--- src/rtl/stopwatch_controller.sv ---
// Stopwatch sequencing controller: program/run/pause/done FSM, centisecond
// counter with its tick divider, programmable limit and completed-run record.
module stopwatch_controller #(
    parameter int CLK_HZ  = 100_000_000,
    parameter int TICK_HZ = 100
) (
    input  logic        clock,
    input  logic        reset,
    input  logic        startstop,
    input  logic        inc,
    input  logic        prog,
    input  logic        up,
    input  logic        min,
    output logic [21:0] time_cs,
    output logic [21:0] limit_cs,
    output logic [2:0]  state,
    output logic        dir_up,
    output logic        alarm,
    output logic        record_valid,
    output logic [21:0] record_time
);

    localparam int          DIV    = CLK_HZ / TICK_HZ;
    localparam int          DIV_W  = (DIV > 1) ? $clog2(DIV) : 1;
    localparam logic [21:0] MAX_CS = 22'd359999;

    typedef enum logic [2:0] {
        ST_IDLE  = 3'd0,
        ST_PROG  = 3'd1,
        ST_RUN   = 3'd2,
        ST_PAUSE = 3'd3,
        ST_DONE  = 3'd4
    } state_t;

    state_t             state_r, state_s;
    logic [21:0]        time_r, time_s;
    logic [5:0]         lim_min_r, lim_min_s;
    logic [5:0]         lim_sec_r, lim_sec_s;
    logic               dir_r, dir_s;
    logic [DIV_W-1:0]   div_r, div_s;
    logic               ss_prev_r, inc_prev_r;
    logic               rec_valid_r, rec_valid_s;
    logic [21:0]        rec_time_r, rec_time_s;
    logic               alarm_r, alarm_s;

    logic               ss_press_s, inc_press_s, tick_s, hit_s;
    logic [21:0]        limit_s, load_s, step_s;

    // Minute and second fields each wrap 59 -> 0 without carrying
    function automatic logic [5:0] wrap_inc(input logic [5:0] v);
        if (v == 6'd59) begin
            return 6'd0;
        end else begin
            return v + 6'd1;
        end
    endfunction

    assign ss_press_s  = startstop & ~ss_prev_r;
    assign inc_press_s = inc & ~inc_prev_r;
    assign limit_s     = 22'(lim_min_r) * 22'd6000 + 22'(lim_sec_r) * 22'd100;
    assign load_s      = up ? 22'd0 : limit_s;
    assign tick_s      = (div_r == DIV_W'(DIV - 1));
    assign step_s      = dir_r ? (time_r + 22'd1) : (time_r - 22'd1);
    assign hit_s       = dir_r ? ((limit_s == 22'd0) ? (step_s == MAX_CS) : (step_s == limit_s))
                               : (step_s == 22'd0);

    // Next-state and datapath decisions for every state
    always_comb begin
        state_s     = state_r;
        time_s      = time_r;
        lim_min_s   = lim_min_r;
        lim_sec_s   = lim_sec_r;
        dir_s       = dir_r;
        div_s       = div_r;
        rec_valid_s = 1'b0;
        rec_time_s  = rec_time_r;
        case (state_r)
            ST_IDLE: begin
                time_s = load_s;
                if (prog) begin
                    state_s = ST_PROG;
                end else if (ss_press_s && (up || (limit_s != 22'd0))) begin
                    state_s = ST_RUN;
                    dir_s   = up;
                    div_s   = '0;
                end else begin
                    state_s = ST_IDLE;
                end
            end
            ST_PROG: begin
                time_s = load_s;
                if (inc_press_s && min) begin
                    lim_min_s = wrap_inc(lim_min_r);
                end else if (inc_press_s) begin
                    lim_sec_s = wrap_inc(lim_sec_r);
                end else begin
                    lim_min_s = lim_min_r;
                end
                if (!prog) begin
                    state_s = ST_IDLE;
                end else begin
                    state_s = ST_PROG;
                end
            end
            ST_RUN: begin
                // A stop press freezes the divider and drops any coincident tick
                if (ss_press_s) begin
                    state_s = ST_PAUSE;
                end else if (tick_s) begin
                    div_s  = '0;
                    time_s = step_s;
                    if (hit_s) begin
                        state_s     = ST_DONE;
                        rec_valid_s = 1'b1;
                        rec_time_s  = dir_r ? step_s : (limit_s - step_s);
                    end else begin
                        state_s = ST_RUN;
                    end
                end else begin
                    div_s = div_r + DIV_W'(1);
                end
            end
            ST_PAUSE: begin
                if (ss_press_s) begin
                    state_s = ST_RUN;
                end else if (inc_press_s) begin
                    state_s     = ST_DONE;
                    rec_valid_s = 1'b1;
                    rec_time_s  = dir_r ? time_r : (limit_s - time_r);
                end else begin
                    state_s = ST_PAUSE;
                end
            end
            ST_DONE: begin
                if (ss_press_s) begin
                    state_s = ST_IDLE;
                end else begin
                    state_s = ST_DONE;
                end
            end
            default: begin
                state_s = ST_IDLE;
            end
        endcase
        alarm_s = (state_s == ST_DONE);
    end

    // Register update with synchronous reset to the 1:00 count-up idle state
    always_ff @(posedge clock) begin
        if (reset) begin
            state_r     <= ST_IDLE;
            time_r      <= 22'd0;
            lim_min_r   <= 6'd1;
            lim_sec_r   <= 6'd0;
            dir_r       <= 1'b1;
            div_r       <= '0;
            ss_prev_r   <= 1'b0;
            inc_prev_r  <= 1'b0;
            rec_valid_r <= 1'b0;
            rec_time_r  <= 22'd0;
            alarm_r     <= 1'b0;
        end else begin
            state_r     <= state_s;
            time_r      <= time_s;
            lim_min_r   <= lim_min_s;
            lim_sec_r   <= lim_sec_s;
            dir_r       <= dir_s;
            div_r       <= div_s;
            ss_prev_r   <= startstop;
            inc_prev_r  <= inc;
            rec_valid_r <= rec_valid_s;
            rec_time_r  <= rec_time_s;
            alarm_r     <= alarm_s;
        end
    end

    assign time_cs      = time_r;
    assign limit_cs     = limit_s;
    assign state        = state_r;
    assign dir_up       = dir_r;
    assign alarm        = alarm_r;
    assign record_valid = rec_valid_r;
    assign record_time  = rec_time_r;

endmodule

--- config.mk ---
export PLATFORM = sky130hd
export DESIGN_NAME = stopwatch_controller
export DESIGN_NICKNAME = d
export VERILOG_FILES = /design/src/rtl/stopwatch_controller.sv
export SDC_FILE = /design/constraint.sdc
export NUM_CORES = 1
export LEC_CHECK = 0
export ABC_AREA = 1
export BUFFER_PORTS_ARGS = -buffer_cell sky130_fd_sc_hd__buf_4
export CAP_MARGIN = 20
export CELL_PAD_IN_SITES_DETAIL_PLACEMENT = 1
export CELL_PAD_IN_SITES_GLOBAL_PLACEMENT = 1
export CORE_UTILIZATION = 30
export DETAILED_ROUTE_END_ITERATION = 12
export PLACE_DENSITY_LB_ADDON = 0.1
export SYNTH_ARGS = -nofsm -noshare
export SYNTH_HDL_FRONTEND = slang
export SYNTH_SLANG_ARGS = --single-unit
--- constraint.sdc ---
create_clock -name clock -period 6 [get_ports clock]
set_clock_uncertainty 0.1 [all_clocks]
set_input_delay 0.3 -clock clock [delete_from_list [all_inputs] [get_ports clock]]
set_output_delay 0.3 -clock clock [all_outputs]
set_load 0.1 [all_outputs]
==> results by group, run 1 <==
Status
  – Status: finished, violations left
  – Violated checks: capacitance limit, slew limit

Setup path
  – Crit path DAT: 6.12 ns
  – Worst R2R Path Depth: 31
  – Worst-path maximum fanout: 6
  – Cell family with most CP delay: adder cells
  – FF-to-FF Start: lim_min_r[3]
  – Crit path buffers/inverters: 3
  – Reg2reg end: record_time[21]
  – Max incr delay on CP: 0.53 ns
  – Slowest CP cell: fa_1
  – Crit. End Element: flip-flop
  – Worst Path Class, Setup: flip-flop to flip-flop
  – Data required time at the worst endpoint: 6.15 ns
  – Crit path launch type: flip-flop
  – R2R setup slack: 0.03 ns

Routing
  – Final WL: 43.6 mm
  – DRT Pass-1 Iters: 5
  – Post-route ant nets: 0
  – Via density: 5.08
  – Avg WL per Cell: 18.6 um
  – DR vias: 11892
  – Detailed-route DRC error count: 0
  – First DRT Iteration DRCs: 476

Timing
  – Slew Viols, Final: 4
  – # setup viols final: 0
  – FMAX: 167 MHz
  – Clock period minus worst slack: 5.97 ns
  – Crit share post-route: 99.5%
  – Worst-Margin Slew: 1.73 ns
  – Max-slew headroom: -16.1%
  – RSZ-0062 raised after global routing: yes
  – Final hold slack: 0.0620 ns
  – Final worst setup slack: 0.0274 ns
  – Final hold violation count: 0

Place
  – RD Place Congestion: 0.918
  – DP HPWL: 35.4 mm
  – Worst slack, placed: -0.178 ns
  – Placed cells: 2314
  – Placed inst area: 12200 um^2
  – Quantity of I/O buffers inserted on ports: 74

Floorplan
  – Rows: 68
  – Starting density of the core: 30.8%
  – I/O pin count: 79
  – Height of the die: 191 um
  – Core ar.: 34900 um^2
  – Chip width: 191 um
  – Die Area: 36600 um^2

Synthesis
  – Multiplexer area fraction after synthesis: 0%
  – Yosys reg bits: 84
  – Number of synthesized flops with an enable pin: 0
  – Area share of and/or/nand/nor cells after synthesis: 35.3%
  – Syn. warnings: 0
  – Synth Area in Compound Gates: 13.6%
  – Sequential cell area fraction in the yosys report: 15.6%
  – Main synth FF type: dfxtp_1
  – Mapped Cells: 1769
  – Synth Area per Inst: 6.08 um^2
  – Post-Synth Adder-Cell Area: 17.3%
  – Asr flop ratio synth: 0%
  – Synth cell types: 50
  – Synth Area in XOR/XNOR: 4.78%
  – Largest family of logic cells by synthesized area: simple AND/OR/NAND/NOR gates
  – Post-Syn Area: 10800 um^2

Clock network
  – Max Root-Sink Buffers: 2
  – CTS root buf: clkbuf_16
  – Hold_buf cts: 0
  – Htree depth: 3
  – Clock sinks: 84
  – CTS buffer count: 9
  – Clk slew on worst S/H paths: 0.08 ns
  – Skew-Pair Late Insertion Delay: 0.36 ns
  – CTS tree: built

Power and ir drop
  – Switching Fraction: 53.1%
  – Power density over the cells: 268 nW/um^2
  – Reg power frac: 19.0%
  – Leakage: 6.60 nW
  – P_sw: 1.85 mW
  – Clock share of power: 18.7%
  – Internal: 1.63 mW
  – Peak VDD IR: 171 uV
  – Comb power frac: 62.3%

Cells and area
  – Multi-input logic area: 8090 um^2
  – Fill cell count: 4564
  – Design area: 13000 um^2
  – Area growth, synth to finish: 20.6%
  – Antenna Cells: 0
  – Nets: 2028
  – Commonest non-fill, non-tap cell in the layout: nand2_1
  – Register Area: 1690 um^2
  – Most frequent cells in the layout: nand2_1, inv_1, nor2_1
  – Fin cells: 2343
  – Share of cells above drive strength 1: 15.3%

Global route
  – Largest net degree at the start of global routing: 62
  – Total gr overflow: 0
  – Vias in the first global route: 12177
  – Initial antenna violation count: 0
  – First-pass GRT wire length: 67.5 mm
  – Gr usage total: 23.9%

Worst hold path
  – Hold wc startpoint: startstop
  – Hold Crit Depth: 3
  – Hold/Removal Path Class: input pin to flip-flop
  – Hold path endpoint: ss_prev_r

Job
  – Max-Cap Viols: 1
## state kept, by name (all words and copies together) (netlist names)
signal / flops
dir_up: 1
record_valid: 1
record_time: 22
state: 3
div_r: 20
inc_prev_r: 1
lim_sec_r: 6
ss_prev_r: 1
time_cs: 22
lim_min_r: 6
alarm: 1
## cells in the mapped netlist (all sizes together) (5+ instances only)
library cell	count	area share (%)
a31oi	10	0.58
inv	319	11
o221ai	5	0.41
a221oi	6	0.49
xor2	38	3.2
clkbuf	31	1.1
nor4	14	0.81
nand4	39	2.3
nand2	454	17
o211ai	17	1.2
xnor2	19	1.6
nor3	35	1.6
buf	14	1.1
nand3b	5	0.35
fa	18	3.3
o21bai	6	0.42
a211oi	5	0.35
nor2	173	6.3
nand3	133	6.5
dfxtp	84	16
or2	9	0.52
o21ai	70	3.3
a21oi	122	5.8
ha	120	14
## worst max path at each step
stage	startpoint	to	slack [ns]	depth (start not counted)
finish	lim_min_r[3]	record_time[21]	0.03	31
global route	lim_min_r[3]	record_time[9]	-0.30	31
CTS	lim_min_r[0]	record_time[21]	0.006	38
detailed placement	lim_min_r[4]	record_time[21]	-0.18	33
global placement	lim_min_r[0]	record_time[21]	0.05	37
floorplan	lim_min_r[5]	record_time[4]	0.008	30
## routing by layer
metal | global-route usage, % | wire length [um]
met4 | 6.65 | 1140
met1 | 28.6 | 19200
met5 | 0 | 0
met2 | 44.6 | 22200
met3 | 2.31 | 1080
## per-stage QoR
stage	utilization, %	setup TNS (ns)	total power, mW
after global placement	35.0	0	2.70
after global routing	37.2	-6.23	3.71
after detailed placement	35.0	-1.23	2.73
final	37.2	0	3.48
after CTS	36.3	0	3.42
after floorplan	-	0	2.09
## worst min-delay path, cell delays in order
cell and delay [ns]:
buf_4 0.08, inv_1 0.04, nor2_1 0.07
## power groups by stage
| stage | Clock, mW | Sequential [mW] | Combinational [mW] |
|---|---|---|---|
| 5_1_grt | 0.689 | 0.668 | 2.35 |
| 3_3_place_gp | 0 | 0.675 | 2.03 |
| 2_1_floorplan | 0 | 0.868 | 1.22 |
| 3_5_place_dp | 0 | 0.676 | 2.06 |
| 4_1_cts | 0.670 | 0.663 | 2.09 |
| 6_report | 0.651 | 0.663 | 2.17 |
## what timing repair did
action	4_1_cts	5_1_grt
gates resized for setup	19	59
pin swaps	3	43
buffers inserted	2	9
gates cloned	0	2
endpoints found under the setup margin	24	31
## cells by family after synthesis
group | count (synthesis)
compound gates | 256
buf+inv | 366
flops | 84
other cells | 1
simple gates | 867
xor+xnor | 57
fa+ha+maj | 138
## layout make-up
class                   instances  share of cell area, %
flip-flops and latches         84                   13.0
well taps                     455                   4.39
multi-input cells            1324                   62.3
clock inverters                 6                  0.742
repair buffers                143                   8.37
clock buffers                  10                   1.84
inverters                     321                   9.31
Power figures use the tool's default switching activity.
==> inputs of run 2 (changes only) <==
--- a/config.mk
+++ b/config.mk
@@ -12,2 +12,3 @@
 export CELL_PAD_IN_SITES_GLOBAL_PLACEMENT = 1
+export CORE_MARGIN = 5
 export CORE_UTILIZATION = 30
==> constraint.sdc (replaced) <==
create_clock -name clock -period 5 [get_ports clock]
set_clock_uncertainty 0.1 [all_clocks]
set_input_delay 1 -clock clock [delete_from_list [all_inputs] [get_ports clock]]
set_output_delay 1 -clock clock [all_outputs]
set_load 0.1 [all_outputs]
==> results by group, run 2 (synthesized netlist as in run 1, its figures left out) <==
Setup path
  – Max incr delay on CP: 0.54 ns (was 0.53 ns)
  – Cell family with most CP delay: adder cells (unchanged)
  – Data required time at the worst endpoint: 3.90 ns (was 6.15 ns)
  – FF-to-FF Start: lim_min_r[2] (was lim_min_r[3])
  – Crit path top cell by count: fa_1
  – Crit path DAT: 4.79 ns (was 6.12 ns)
  – Crit. End Element: output pin (was flip-flop)
  – CP Cell Sequence: fa_1, fa_1, inv_1, fa_1, inv_2, ha_4, nand2_4, nand3_4, xor2_1, ha_1, a21o_1, a21oi_2, nand3_4, xnor2_4, clkinvlp_4, buf_4, buf_4, buf_6, buf_12
  – Worst Path Class, Setup: flip-flop to output pin (was flip-flop to flip-flop)
  – Reg2reg end: record_time[21] (unchanged)
  – Crit path buffers/inverters: 7 (was 3)
  – Slowest CP cell: fa_1 (unchanged)
  – Worst R2R Path Depth: 40 (was 31)
  – Worst-path maximum fanout: 6 (unchanged)
  – Crit path launch type: flip-flop (unchanged)
  – R2R setup slack: -0.81 ns (was 0.03 ns)

Clock network
  – Htree depth: 3 (unchanged)
  – Hold_buf cts: 0 (unchanged)
  – CTS buffer count: 9 (unchanged)
  – Clock sinks: 84 (unchanged)
  – CTS root buf: clkbuf_16 (unchanged)
  – Max Root-Sink Buffers: 2 (unchanged)
  – Skew-Pair Late Insertion Delay: 0.36 ns (about the same)
  – CTS tree: built (unchanged)
  – Clk slew on worst S/H paths: 0.07 ns (was 0.08 ns)

Routing
  – DRT Pass-1 Iters: 5 (unchanged)
  – Final WL: 45.4 mm (was 43.6 mm)
  – Avg WL per Cell: 18.0 um (was 18.6 um)
  – Detailed-route DRC error count: 0 (unchanged)
  – DR vias: 12471 (was 11892)
  – Post-route ant nets: 0 (unchanged)
  – Via density: 4.94 (was 5.08)
  – First DRT Iteration DRCs: 483 (was 476)

Cells and area
  – Register Area: 1690 um^2 (about the same)
  – Antenna Cells: 0 (unchanged)
  – Share of cells above drive strength 1: 25.8% (was 15.3%)
  – Fill cell count: 4645 (was 4564)
  – Nets: 2205 (was 2028)
  – Commonest non-fill, non-tap cell in the layout: nand2_1 (unchanged)
  – Area growth, synth to finish: 39.5% (was 20.6%)
  – Most frequent cells in the layout: nand2_1, inv_1, buf_4 (was nand2_1, inv_1, nor2_1)
  – Multi-input logic area: 8520 um^2 (was 8090 um^2)
  – Final core occ: 42.3% (was 37.2%)

Place
  – DP HPWL: 36.5 mm (was 35.4 mm)
  – Worst slack, placed: -1.18 ns (was -0.178 ns)
  – Quantity of I/O buffers inserted on ports: 74 (unchanged)
  – RD Place Congestion: 0.885 (was 0.918)

Worst hold path
  – Hold path endpoint: div_r[3] (was ss_prev_r)
  – Hold Crit Depth: 2 (was 3)
  – Hold/Removal Path Class: flip-flop to flip-flop (was input pin to flip-flop)
  – Hold wc startpoint: div_r[3] (was startstop)

Power and ir drop
  – Leakage: 7.55 nW (was 6.60 nW)
  – Power density over the cells: 304 nW/um^2 (was 268 nW/um^2)
  – Peak VDD IR: 230 uV (was 171 uV)

Floorplan
  – Height of the die: 199 um (was 191 um)
  – Chip width: 199 um (was 191 um)
  – Core ar.: 35500 um^2 (was 34900 um^2)
  – Starting density of the core: 30.3% (was 30.8%)
  – Die Area: 39800 um^2 (was 36600 um^2)
  – Rows: 69 (was 68)
  – I/O pin count: 79 (unchanged)

Timing
  – Worst-Margin Slew: 0.963 ns (was 1.73 ns)
  – Slew Viols, Final: 0 (was 4)
  – Final hold violation count: 0 (unchanged)
  – Max-slew headroom: 35.6% (was -16.1%)
  – # setup viols final: 58 (was 0)
  – Clock period minus worst slack: 5.89 ns
  – FMAX: 170 MHz
  – Final hold slack: 0.387 ns (was 0.0620 ns)
  – RSZ-0062 raised after global routing: yes (unchanged)
  – Crit share post-route: 118%
  – Final worst setup slack: -0.889 ns (was 0.0274 ns)

Status
  – Violated checks: setup timing (was capacitance limit, slew limit)
  – Status: finished, violations left (unchanged)

Global route
  – Grt met2 use: 42.8% (was 44.6%)
  – Gr usage total: 22.6% (was 23.9%)
  – Largest net degree at the start of global routing: 61 (was 62)
  – Initial antenna violation count: 0 (unchanged)
  – First-pass GRT wire length: 70.2 mm (was 67.5 mm)
  – Met3 usage: 2.31% (about the same)
  – Total gr overflow: 0 (unchanged)
  – GR peak layer: met2 (unchanged)
  – Vias in the first global route: 13115 (was 12177)
  – Met1 Usage GRT: 26.6% (was 28.6%)

Job
  – Max-Cap Viols: 0 (was 1)
==> run 2: per-layer routing <==
layer / share of wire, % / vias to the layer above
li1: - / 6299
met1: 43 / 5976
met2: 52 / 141
met3: 2.0 / 55
met4: 3.2 / 0
met5: 0 / -
==> run 2: worst max path at each step <==
stage	cells after the start	startpoint	to	slack [ns]
3_5_place_dp	38	lim_min_r[0]	record_time[21]	-1.18
6_report	19	lim_min_r[4]	limit_cs[13]	-0.89
2_1_floorplan	27	lim_min_r[4]	record_time[21]	-0.97
5_1_grt	40	lim_min_r[2]	record_time[12]	-1.19
4_1_cts	25	lim_min_r[0]	limit_cs[19]	-0.81
3_3_place_gp	38	lim_min_r[0]	record_time[21]	-1.06
==> run 2: what timing repair did <==
action                                  4_1_cts  5_1_grt
pin swaps                                    48       33
setup buffers                                20       13
endpoints found under the setup margin       59       61
gates resized for setup                     123       91
cloned                                        3        0
==> run 2: final cells by class <==
| cell class | instances | area share, % |
|---|---|---|
| Multi-Input combinational cell | 1325 | 56.7 |
| Timing Repair Buffer | 319 | 18.1 |
| Sequential cell | 84 | 11.3 |
| Inverter | 321 | 8.14 |
| Tap cell | 461 | 3.84 |
| Clock buffer | 11 | 1.62 |
| Clock inverter | 4 | 0.333 |
==> run 2: through the flow <==
stage	cell area [um^2]	power [mW]	TNS [ns]	instances
6_report	15000	4.56	-36.39	2525
2_1_floorplan	11000	2.51	-30.26	1772
5_1_grt	15000	4.86	-55.88	2525
3_3_place_gp	13500	3.55	-34.68	2476
4_1_cts	14500	4.46	-37.10	2514
3_5_place_dp	13500	3.58	-39.26	2476
==> run 2: tightest hold or removal path, cell delays in order, from the launching register on <==
cell	delay, ns
dfxtp_1	0.32
nand2_1	0.08
a21oi_2	0.04
==> run 2: power by group <==
part	leakage [nW]	switching, mW	internal (mW)
Clock	0.138	0.326	0.399
Combinational	6.73	1.91	1.13
Sequential	0.684	0.0746	0.719
Total	7.55	2.31	2.25
==> inputs of run 3 (changes only) <==
Settings changed: ABC_AREA 1 to default, CAP_MARGIN 20 to 0.
==> results by group, run 3 <==
Worst hold path
  – Hold/Removal Path Class: flip-flop to flip-flop (unchanged)

Setup path
  – Worst-path maximum fanout: 4 (was 6)
  – Data required time at the worst endpoint: 5.16 ns (was 3.90 ns)
  – Worst R2R Path Depth: 29 (was 40)
  – Max incr delay on CP: 0.56 ns (was 0.54 ns)
  – Crit path depth: 29 (was 19)
  – Crit path buffers/inverters: 3 (was 7)
  – Cell family with most CP delay: adder cells (unchanged)
  – Crit path DAT: 6.60 ns (was 4.79 ns)
  – R2R setup slack: -1.44 ns (was -0.81 ns)
  – Crit. End Element: flip-flop (was output pin)
  – FF-to-FF Start: lim_min_r[3] (was lim_min_r[2])
  – Worst Path Class, Setup: flip-flop to flip-flop (was flip-flop to output pin)
  – Slowest CP cell: or4_4 (was fa_1)
  – Worst Setup SP: lim_min_r[3] (was lim_min_r[4])
  – Reg2reg end: record_time[19] (was record_time[21])
  – Critical Path End: record_time[19] (was limit_cs[13])
  – Crit path launch type: flip-flop (unchanged)

Floorplan
  – Chip width: 189 um (was 199 um)
  – I/O pin count: 79 (unchanged)
  – Core ar.: 31600 um^2 (was 35500 um^2)
  – Rows: 65 (was 69)
  – Starting density of the core: 30.4% (was 30.3%)
  – Die Area: 35700 um^2 (was 39800 um^2)
  – Height of the die: 189 um (was 199 um)

Cells and area
  – Nets: 1696 (was 2205)
  – Area growth, synth to finish: 51.7% (was 39.5%)
  – Antenna Cells: 0 (unchanged)
  – Commonest non-fill, non-tap cell in the layout: buf_4 (was nand2_1)
  – Most frequent cells in the layout: buf_4, inv_1, ha_1 (was nand2_1, inv_1, buf_4)
  – Share of cells above drive strength 1: 36.6% (was 25.8%)

Job
  – Max-Cap Viols: 0 (unchanged)

Global route
  – Initial antenna violation count: 0 (unchanged)
  – Vias in the first global route: 10821 (was 13115)
  – First-pass GRT wire length: 61.5 mm (was 70.2 mm)
  – Largest net degree at the start of global routing: 37 (was 61)
  – Total gr overflow: 0 (unchanged)
  – Gr usage total: 21.8% (was 22.6%)

Status
  – Violated checks: setup timing (unchanged)
  – Status: finished, violations left (unchanged)

Synthesis
  – Number of synthesized flops with an enable pin: 0 (unchanged)
  – Sequential cell area fraction in the yosys report: 17.5% (was 15.6%)
  – Synth cell types: 84 (was 50)
  – Post-Syn Area: 9620 um^2 (was 10800 um^2)
  – Synth top area cells: dfxtp_1, ha_1, a21oi_1 (was dfxtp_1, nand2_1, ha_1)
  – Synth top area share: 17.5% (was 15.6%)
  – Asr flop ratio synth: 0% (unchanged)
  – Main synth FF type: dfxtp_1 (unchanged)
  – Synth Area per Inst: 7.85 um^2 (was 6.08 um^2)
  – Most common cell in the synthesized netlist: ha_1 (was nand2_1)
  – Mapped Cells: 1225 (was 1769)
  – Post-synthesis cell type with the largest combined area: dfxtp_1 (unchanged)
  – Yosys reg bits: 84 (unchanged)
  – Commonest cells post-synth: ha_1, inv_1, a21oi_1 (was nand2_1, inv_1, nor2_1)
  – Syn. warnings: 0 (unchanged)

Clock network
  – Max Root-Sink Buffers: 2 (unchanged)
  – Hold_buf cts: 0 (unchanged)
  – Clk slew on worst S/H paths: 0.08 ns (was 0.07 ns)
  – CTS tree: built (unchanged)
  – Skew-Pair Late Insertion Delay: 0.38 ns (was 0.36 ns)
  – Htree depth: 3 (unchanged)
  – CTS root buf: clkbuf_16 (unchanged)
  – CTS buffer count: 9 (unchanged)
  – Clock sinks: 84 (unchanged)

Routing
  – Post-route ant nets: 0 (unchanged)
  – Final WL: 40.1 mm (was 45.4 mm)
  – DR vias: 10399 (was 12471)
  – First DRT Iteration DRCs: 435 (was 483)
  – DRT Pass-1 Iters: 5 (unchanged)
  – Avg WL per Cell: 20.5 um (was 18.0 um)
  – Via density: 5.31 (was 4.94)
  – Detailed-route DRC error count: 0 (unchanged)

Place
  – RD Place Congestion: 0.882 (was 0.885)
  – Worst slack, placed: -1.63 ns (was -1.18 ns)
  – DP HPWL: 31.0 mm (was 36.5 mm)
  – Quantity of I/O buffers inserted on ports: 74 (unchanged)

Timing
  – Clock period minus worst slack: 6.44 ns (was 5.89 ns)
  – FMAX: 155 MHz (was 170 MHz)
  – Crit share post-route: 129% (was 118%)
  – Max-slew headroom: 25.1% (was 35.6%)
  – RSZ-0062 raised after global routing: yes (unchanged)
  – # setup viols final: 59 (was 58)
  – Worst-Margin Slew: 1.12 ns (was 0.963 ns)
  – Final worst setup slack: -1.44 ns (was -0.889 ns)
  – Final hold violation count: 0 (unchanged)
  – Slew Viols, Final: 0 (unchanged)

Power and ir drop
  – Design Power: 3.08 mW (was 4.56 mW)
  – Power density over the cells: 211 nW/um^2 (was 304 nW/um^2)
  – Leakage: 6.33 nW (was 7.55 nW)
  – Peak VDD IR: 145 uV (was 230 uV)
run 3: where the power goes:
part,internal (mW),switching [mW],total [mW]
combinational,0.701,0.925,1.63
clock,0.404,0.337,0.741
sequential,0.685,0.0236,0.709
total,1.79,1.29,3.08
run 3: layout make-up:
| cell class | instances | area (um^2) |
|---|---|---|
| clock buffer | 11 | 243 |
| clock inverter | 5 | 58.8 |
| fill | 3695 | 17000 |
| inverter | 112 | 423 |
| multi-input combinational | 979 | 8540 |
| sequential | 84 | 1690 |
| tap | 402 | 503 |
| timing repair buffer | 365 | 3130 |
run 3: worst register-to-register path: cells and delay by family (launching register included):
kind                     cells  cell delay [ns]
buffers and inverters        3             0.22
XOR/XNOR                     2             0.21
AO/OA/AOI/OAI               11             1.89
adder cells (fa/ha/maj)      6             2.28
flip-flops                   1             0.35
AND/OR/NAND/NOR              7             1.27
run 3: logic make-up (layout without fill, tap and decap cells):
family	Yosys count	count (layout)	synth area share, %
AND/OR/NAND/NOR	356	357	19.5
XOR/XNOR	92	92	8.38
AO/OA/AOI/OAI	374	374	26.0
flip-flops	84	84	17.5
multiplexers	12	12	2.17
adder cells (fa/ha/maj)	140	140	19.6
buffers and inverters	166	493	6.92
other	1	4	0.0390
run 3: timing repair:
action / 4_1_cts / 5_1_grt
endpoints found under the setup margin: 61 / 62
gates resized for setup: 181 / 78
endpoints found under the hold margin: 0 / 0
pin swaps: 71 / 52
setup buffers: 29 / 19
cloned: 3 / 0
run 3: layer usage:
metal  GRT usage (%)  vias to the layer above  wire [um]
li1                -                     5110          -
met1            28.5                     5084      18300
met2            37.5                      163      19600
met3            2.51                       42       1170
met4            7.29                        0        986
met5               0                        -          0
run 3: how the worst min path moves through the flow:
stage / startpoint / end / slack [ns] / depth (start not counted)
CTS: record_time[5] / record_time[5] / 0.36 / 2
detailed placement: record_time[5] / record_time[5] / 0.36 / 2
floorplan: div_r[1] / div_r[1] / 0.36 / 2
global placement: record_time[5] / record_time[5] / 0.35 / 2
finish: record_time[13] / record_time[13] / 0.37 / 2
global route: record_time[7] / record_time[7] / 0.39 / 2
run 3: through the flow:
stage	hold slack (ns)	area (um^2)	setup TNS, ns	cells	utilization, %
after floorplan	0.356	10000	-60.17	1228	-
after global placement	0.351	12800	-64.82	1905	40.3
after detailed placement	0.355	12800	-69.94	1905	40.3
after CTS	0.364	14100	-55.02	1946	44.6
after global routing	0.394	14600	-75.82	1958	46.1
final	0.372	14600	-61.68	1958	46.1
